--- src/rtl/ucode_mul_sequencer_if.sv ---
// Handshake bundle for ucode_mul_sequencer: macro-op start side (from ID) and
// micro-instruction output side (towards the pipeline instruction mux).
interface ucode_mul_sequencer_if #(
   parameter int unsigned IMM_W = 16
);
   logic             start_valid;
   logic             start_ready;
   logic [1:0]       start_mode;
   logic [3:0]       dest_reg;
   logic [3:0]       source_reg;
   logic [IMM_W-1:0] immediate;
   logic             out_valid;
   logic             out_ready;
   logic [31:0]      output_instruction;
   logic             busy;
   logic             done;
   logic             err;

   modport master (
      output start_valid, start_mode, dest_reg, source_reg, immediate, out_ready,
      input  start_ready, out_valid, output_instruction, busy, done, err
   );

   modport slave (
      input  start_valid, start_mode, dest_reg, source_reg, immediate, out_ready,
      output start_ready, out_valid, output_instruction, busy, done, err
   );
endinterface

--- src/rtl/ucode_mul_sequencer.sv ---
// Expands one MUL/MAC/MSU-by-immediate macro-op into a stream of ADD/SUB micro-ops.
// Scratch-register alias handling is compiled in when UCODE_ALIAS_EN is defined.
module ucode_mul_sequencer #(
   parameter int unsigned IMM_W       = 16,
   parameter logic [3:0]  SCRATCH_REG = 4'd15,
   parameter logic [6:0]  ADD_OPC     = 7'b0110001,
   parameter logic [6:0]  SUB_OPC     = 7'b0110010,
   parameter logic [31:0] NOP_WORD    = {5'b11001, 27'b0}
) (
   input logic                  clk,
   input logic                  rst,
   ucode_mul_sequencer_if.slave bus
);
   localparam logic [1:0]       MODE_MUL = 2'b00;
   localparam logic [1:0]       MODE_MSU = 2'b10;
   localparam logic [1:0]       MODE_ILL = 2'b11;
   localparam logic [IMM_W-1:0] CNT_ZERO = {IMM_W{1'b0}};
   localparam logic [IMM_W-1:0] CNT_ONE  = {{(IMM_W-1){1'b0}}, 1'b1};
`ifdef UCODE_ALIAS_EN
   localparam logic ALIAS_EN = 1'b1;
`else
   localparam logic ALIAS_EN = 1'b0;
`endif

   typedef enum logic [2:0] {
      S_IDLE = 3'd0,
`ifdef UCODE_ALIAS_EN
      S_ACLR = 3'd1,
      S_ACPY = 3'd2,
`endif
      S_CLR  = 3'd3,
      S_LOOP = 3'd4,
      S_DONE = 3'd5
   } state_t;

   function automatic logic [31:0] make_insn(input logic [6:0] opc, input logic [3:0] rd,
                                             input logic [3:0] rs1, input logic [3:0] rs2);
      return {opc, rd, rs1, rs2, 13'd0};
   endfunction

   state_t           state_q, state_d;
   logic [1:0]       mode_q, mode_d;
   logic [3:0]       rd_q, rd_d;
   logic [3:0]       rs_q, rs_d;
   logic [IMM_W-1:0] cnt_q, cnt_d;
   logic             err_q, err_d;
   logic             alias_q, alias_d;

   logic             accept_s, illegal_s, alias_take_s, hs_s;
   logic [3:0]       es_s;
   logic             out_valid_s, busy_s, start_ready_s, done_s, err_s;
   logic [31:0]      insn_s;

   assign accept_s     = bus.start_valid && (state_q == S_IDLE);
   assign illegal_s    = (bus.start_mode == MODE_ILL) ||
                         (ALIAS_EN && (bus.dest_reg == SCRATCH_REG) && (bus.source_reg == SCRATCH_REG));
   assign alias_take_s = ALIAS_EN && (bus.dest_reg == bus.source_reg) && (bus.immediate != CNT_ZERO);
   assign hs_s         = out_valid_s && bus.out_ready;
   assign es_s         = alias_q ? SCRATCH_REG : rs_q;

   // State and operand registers
   always_ff @(posedge clk) begin
      if (!rst) begin
         state_q <= S_IDLE;
         mode_q  <= 2'b00;
         rd_q    <= 4'd0;
         rs_q    <= 4'd0;
         cnt_q   <= CNT_ZERO;
         err_q   <= 1'b0;
         alias_q <= 1'b0;
      end else begin
         state_q <= state_d;
         mode_q  <= mode_d;
         rd_q    <= rd_d;
         rs_q    <= rs_d;
         cnt_q   <= cnt_d;
         err_q   <= err_d;
         alias_q <= alias_d;
      end
   end

   // Next-state: every emitting state advances only on the output handshake
   always_comb begin
      state_d = state_q;
      case (state_q)
         S_IDLE: begin
            if (!accept_s)                      state_d = S_IDLE;
            else if (illegal_s)                 state_d = S_DONE;
`ifdef UCODE_ALIAS_EN
            else if (alias_take_s)              state_d = S_ACLR;
`endif
            else if (bus.start_mode == MODE_MUL) state_d = S_CLR;
            else if (bus.immediate == CNT_ZERO)  state_d = S_DONE;
            else                                 state_d = S_LOOP;
         end
`ifdef UCODE_ALIAS_EN
         S_ACLR: begin
            if (hs_s) state_d = S_ACPY;
            else      state_d = S_ACLR;
         end
         S_ACPY: begin
            if (!hs_s)                   state_d = S_ACPY;
            else if (mode_q == MODE_MUL) state_d = S_CLR;
            else                         state_d = S_LOOP;
         end
`endif
         S_CLR: begin
            if (!hs_s)                  state_d = S_CLR;
            else if (cnt_q == CNT_ZERO) state_d = S_DONE;
            else                        state_d = S_LOOP;
         end
         S_LOOP: begin
            if (hs_s && (cnt_q == CNT_ONE)) state_d = S_DONE;
            else                            state_d = S_LOOP;
         end
         S_DONE:  state_d = S_IDLE;
         default: state_d = S_IDLE;
      endcase
   end

   // Operand latch on accept; LOOP counts down once per accepted micro-op
   always_comb begin
      mode_d  = mode_q;
      rd_d    = rd_q;
      rs_d    = rs_q;
      cnt_d   = cnt_q;
      err_d   = err_q;
      alias_d = alias_q;
      if (accept_s) begin
         mode_d  = bus.start_mode;
         rd_d    = bus.dest_reg;
         rs_d    = bus.source_reg;
         cnt_d   = bus.immediate;
         err_d   = illegal_s;
         alias_d = alias_take_s;
      end else if ((state_q == S_LOOP) && hs_s) begin
         cnt_d = cnt_q - CNT_ONE;
      end else begin
         cnt_d = cnt_q;
      end
   end

   // Moore outputs decoded from the registered state
   always_comb begin
      out_valid_s   = 1'b0;
      insn_s        = NOP_WORD;
      busy_s        = 1'b1;
      start_ready_s = 1'b0;
      done_s        = 1'b0;
      err_s         = 1'b0;
      case (state_q)
         S_IDLE: begin
            busy_s        = 1'b0;
            start_ready_s = 1'b1;
         end
`ifdef UCODE_ALIAS_EN
         S_ACLR: begin
            out_valid_s = 1'b1;
            insn_s      = make_insn(SUB_OPC, SCRATCH_REG, SCRATCH_REG, SCRATCH_REG);
         end
         S_ACPY: begin
            out_valid_s = 1'b1;
            insn_s      = make_insn(ADD_OPC, SCRATCH_REG, SCRATCH_REG, rs_q);
         end
`endif
         S_CLR: begin
            out_valid_s = 1'b1;
            insn_s      = make_insn(SUB_OPC, rd_q, rd_q, rd_q);
         end
         S_LOOP: begin
            out_valid_s = 1'b1;
            insn_s      = make_insn((mode_q == MODE_MSU) ? SUB_OPC : ADD_OPC, rd_q, rd_q, es_s);
         end
         S_DONE: begin
            done_s = 1'b1;
            err_s  = err_q;
         end
         default: begin
            busy_s = 1'b0;
         end
      endcase
   end

   assign bus.start_ready        = start_ready_s;
   assign bus.out_valid          = out_valid_s;
   assign bus.output_instruction = insn_s;
   assign bus.busy               = busy_s;
   assign bus.done               = done_s;
   assign bus.err                = err_s;
endmodule

--- src/flat_wrapper.sv ---
// flat-port wrapper written by rule: the top's interface ports become plain ports
module ucode_mul_sequencer_flat 
#(
   parameter int unsigned IMM_W       = 16,
   parameter logic [3:0]  SCRATCH_REG = 4'd15,
   parameter logic [6:0]  ADD_OPC     = 7'b0110001,
   parameter logic [6:0]  SUB_OPC     = 7'b0110010,
   parameter logic [31:0] NOP_WORD    = {5'b11001, 27'b0}
)
  (clk, rst, bus_start_valid, bus_start_mode, bus_dest_reg, bus_source_reg, bus_immediate, bus_out_ready, bus_start_ready, bus_out_valid, bus_output_instruction, bus_busy, bus_done, bus_err);
  ucode_mul_sequencer_if #(.IMM_W(IMM_W)) bus_i ();
  input logic clk;
  input logic rst;
  input wire logic [$bits(bus_i.start_valid)-1:0] bus_start_valid;
  input wire logic [$bits(bus_i.start_mode)-1:0] bus_start_mode;
  input wire logic [$bits(bus_i.dest_reg)-1:0] bus_dest_reg;
  input wire logic [$bits(bus_i.source_reg)-1:0] bus_source_reg;
  input wire logic [$bits(bus_i.immediate)-1:0] bus_immediate;
  input wire logic [$bits(bus_i.out_ready)-1:0] bus_out_ready;
  output wire logic [$bits(bus_i.start_ready)-1:0] bus_start_ready;
  output wire logic [$bits(bus_i.out_valid)-1:0] bus_out_valid;
  output wire logic [$bits(bus_i.output_instruction)-1:0] bus_output_instruction;
  output wire logic [$bits(bus_i.busy)-1:0] bus_busy;
  output wire logic [$bits(bus_i.done)-1:0] bus_done;
  output wire logic [$bits(bus_i.err)-1:0] bus_err;
  assign bus_i.start_valid = bus_start_valid;
  assign bus_i.start_mode = bus_start_mode;
  assign bus_i.dest_reg = bus_dest_reg;
  assign bus_i.source_reg = bus_source_reg;
  assign bus_i.immediate = bus_immediate;
  assign bus_i.out_ready = bus_out_ready;
  assign bus_start_ready = bus_i.start_ready;
  assign bus_out_valid = bus_i.out_valid;
  assign bus_output_instruction = bus_i.output_instruction;
  assign bus_busy = bus_i.busy;
  assign bus_done = bus_i.done;
  assign bus_err = bus_i.err;
  ucode_mul_sequencer #(.IMM_W(IMM_W), .SCRATCH_REG(SCRATCH_REG), .ADD_OPC(ADD_OPC), .SUB_OPC(SUB_OPC), .NOP_WORD(NOP_WORD)) u_core (.clk(clk), .rst(rst), .bus(bus_i));
endmodule
--- config.mk ---
export PLATFORM = sky130hd
export DESIGN_NAME = ucode_mul_sequencer_flat
export DESIGN_NICKNAME = d
export VERILOG_FILES = /design/src/rtl/ucode_mul_sequencer_if.sv /design/src/rtl/ucode_mul_sequencer.sv /design/src/flat_wrapper.sv
export SDC_FILE = /design/constraint.sdc
export NUM_CORES = 1
export LEC_CHECK = 0
export CORE_AREA = 5 5 68 70
export DETAILED_ROUTE_END_ITERATION = 8
export DIE_AREA = 0 0 73 75
export GPL_TIMING_DRIVEN = 0
export PLACE_DENSITY_LB_ADDON = 0.08
export SYNTH_ARGS = -nofsm -noshare
export SYNTH_HDL_FRONTEND = slang
export SYNTH_SLANG_ARGS = --single-unit
--- constraint.sdc ---
create_clock -name clk -period 5.6 [get_ports clk]
set_input_delay 0.56 -clock clk [delete_from_list [all_inputs] [get_ports clk]]
set_output_delay 0.56 -clock clk [all_outputs]
set_load 0.1 [all_outputs]
==> run_results.csv <==
group,metric,value,unit
place,gp_congestion,0.882,
synth,seq_area_frac_synth,0.329,
die,rows,23,
synth,netlist_area,1820,um2
pwr,internal_power,451,uW
synth,synthFlopType,"dfxtp_1",
die,die_w,73,um
pwr,vdd_drop_max,171,uV
clock_network,cts_resized,0,
route,wirelength,5.34,mm
timing,period_needed,3610,ps
place,hpwl,4.05,mm
worst_setup_path,crit_chain,"clkbuf_1 -> or3b_2 -> nand2_1 -> and2_1 -> buf_4 -> clkdlybuf4s50_1",
place,dp_slack,2330,ps
clock_network,numCtsBuffers,5,
timing,whs,453,ps
die,io_pins,67,
final_layout,diodes,0,
route,initialDrtViolationCount,158,
pwr,leakagePower,0.000967,uW
pwr,comb_power_share,0.376,
route,detail_route.drc_violations,0,
timing,tightest_slew,978,ps
final_layout,synthToLayoutAreaGrowth,40.1,%
global_routing,overflow,0,
worst_setup_path,crit_fanout,10,
synth,async_reset_ff_frac,0,
worst_setup_path,path_buf_inv,3,
timing,finClkSkew,8.19,ps
synth,synth_edf_count,0,
timing,finalWorstSetupSlack,1990,ps
final_layout,layout.nets,338,
global_routing,grt_pass1_wl,8.20,mm
clock_network,htreeDepth,2,
timing,period_share,0.645,
clock_network,cts_tree,"done",
pwr,clkPwrFrac,0.287,
global_routing,grt_max_degree,11,
timing,fin_setup_tns,0,ps
worst_setup_path,worst_ep_required_time,5040,ps
clock_network,cts-root-buf,"clkbuf_8",
global_routing,grt_use_total,0.194,
clock_network,postCtsSetupRepairBufs,0,
route,final_antenna_net_count,0,
pwr,p_seq_frac,0.337,
final_layout,layout_commonest_cell,"clkdlybuf4s50_1",
place,io_buffers,51,
route,vias,1908,
final_layout,seqCellArea,601,um2
clock_network,clkLatencyLatePin,280,ps
timing,slew_headroom,0.346,
worst_setup_path,max_stage_delay,1120,ps
timing,setup_violations,0,
synth,avgSynthCellArea,7.80,um2
synth,postSynthCellCount,234,
global_routing,grt_pass1_vias,1713,
die,dieArea,5480,um2
timing,drv_slew,0,
synth,yosysUniqueCellTypes,42,
worst_setup_path,startpoint_type,"flop",
die,die_y,75,um
min_path,hold_path.class,"reg2reg",
die,core_area,3910,um2
timing,rsz0062_at_grt,"no",
route,first_pass_iters,4,
route,vias_per_cell,5.36,
synth,synth-seq-cells,30,
final_layout,drive_above_1_share,0.118,
clock_network,clk_pin_slew,70,ps
worst_setup_path,crit_cells,6,
final_layout,mostFrequentLayoutCells,"clkdlybuf4s50_1, dfxtp_1, nand2_1",
worst_setup_path,crit_family,"buffers and inverters",
final_layout,fillerInstances,381,
worst_setup_path,cp_data_arrival_time,3050,ps
outcome,status,"finished, final reports clean",
final_layout,fin_util,0.653,
die,initial_core_util,0.466,
timing,hold_viol,0,
pwr,power.switching,295,uW
flow_run,maxCapViolCount,0,
global_routing,antenna_found_initial,0,
worst_setup_path,rr_worst_depth,4,
route,wl_per_cell,15.0,um
final_layout,multi_input_comb_area,1060,um2
clock_network,clockBufferDepth,2,
pwr,p_sw_frac,0.395,
synth,ys_warn_count,0,
clock_network,clock_sinks,30,
timing,fmax,0.277,GHz
min_path,hold_depth,2,
worst_setup_path,slowest_stage,"clkdlybuf4s50_1",
pwr,cellPowerDensity,292,nW/um2
worst_setup_path,critPathKind,"reg2out",
worst_setup_path,end_kind,"output pin",
clock_network,ctsHoldBuffers,0,
## through the flow
stage | cell area, um2 | power (uW) | std cells
after floorplan | 1870 | 462 | 247
after global placement | 2450 | 530 | 348
after detailed placement | 2450 | 534 | 348
after CTS | 2550 | 748 | 356
after global routing | 2550 | 776 | 356
final | 2550 | 746 | 356
## kinds of logic after synthesis
logic type               synth area share
adder cells (fa/ha/maj)            0.0206
buffers and inverters               0.117
XOR/XNOR                           0.0240
other                             0.00412
AO/OA/AOI/OAI                       0.221
flip-flops                          0.329
AND/OR/NAND/NOR                     0.284
## power groups by stage
stage / registers, uW / logic, uW / clock network (uW)
final: 252 / 280 / 214
after detailed placement: 256 / 278 / 0
after CTS: 251 / 279 / 218
after global placement: 255 / 275 / 0
after global routing: 254 / 298 / 224
after floorplan: 251 / 211 / 0
## cell type report
type	count	share of cell area
timing repair buffer	51	0.200
tap	50	0.0245
clock inverter	3	0.0157
buffer	31	0.0764
sequential	30	0.235
multi-input combinational	181	0.414
clock buffer	5	0.0269
inverter	5	0.00735
## routing by layer
layer	track usage	vias to the layer above	share of wire
met2	0.323	72	0.48
li1	-	958	-
met1	0.257	870	0.42
met4	0.0635	0	0.016
met3	0.0307	8	0.076
met5	0	-	0
## flip-flops by register name (all words and copies together) (netlist names)
name            flops
u_core.cnt_q       16
u_core.rd_q         4
u_core.rs_q         4
u_core.state_q      3
u_core.mode_q       2
u_core.err_q        1
## worst min-delay path, stage by stage (launching register included)
cell and delay (ps):
dfxtp_1 310, nand2_1 50, a21oi_1 50
## cell usage after synthesis (3+ instances only)
library cell   n  share of area
dfxtp_1       30           0.33
nand2_1       28          0.058
a21oi_1       21          0.058
buf_4         21          0.086
nor2_1        13          0.027
o21ai_0       13          0.036
clkbuf_1      10          0.021
a31oi_1        8          0.027
nor4_1         8          0.027
or3_1          8          0.027
a22oi_1        5          0.021
and2_1         5          0.017
inv_1          5          0.010
nand3_1        5          0.014
nor3_1         5          0.014
a22o_1         4          0.019
a221oi_1       3          0.014
ha_1           3          0.021
o311ai_0       3          0.014
or2_2          3          0.010
or4_1          3          0.012
xnor2_1        3          0.014
## final timing paths
kind / startpoint / to / slack, ps
setup / recovery: u_core.state_q[1] / bus_output_instruction[24] / 1990
hold / removal: u_core.mode_q[0] / u_core.mode_q[0] / 450
setup reg to reg: u_core.cnt_q[3] / u_core.state_q[0] / 3370
hold reg to reg: u_core.mode_q[0] / u_core.mode_q[0] / 450
No activity file was read; power rests on OpenSTA's default activity.
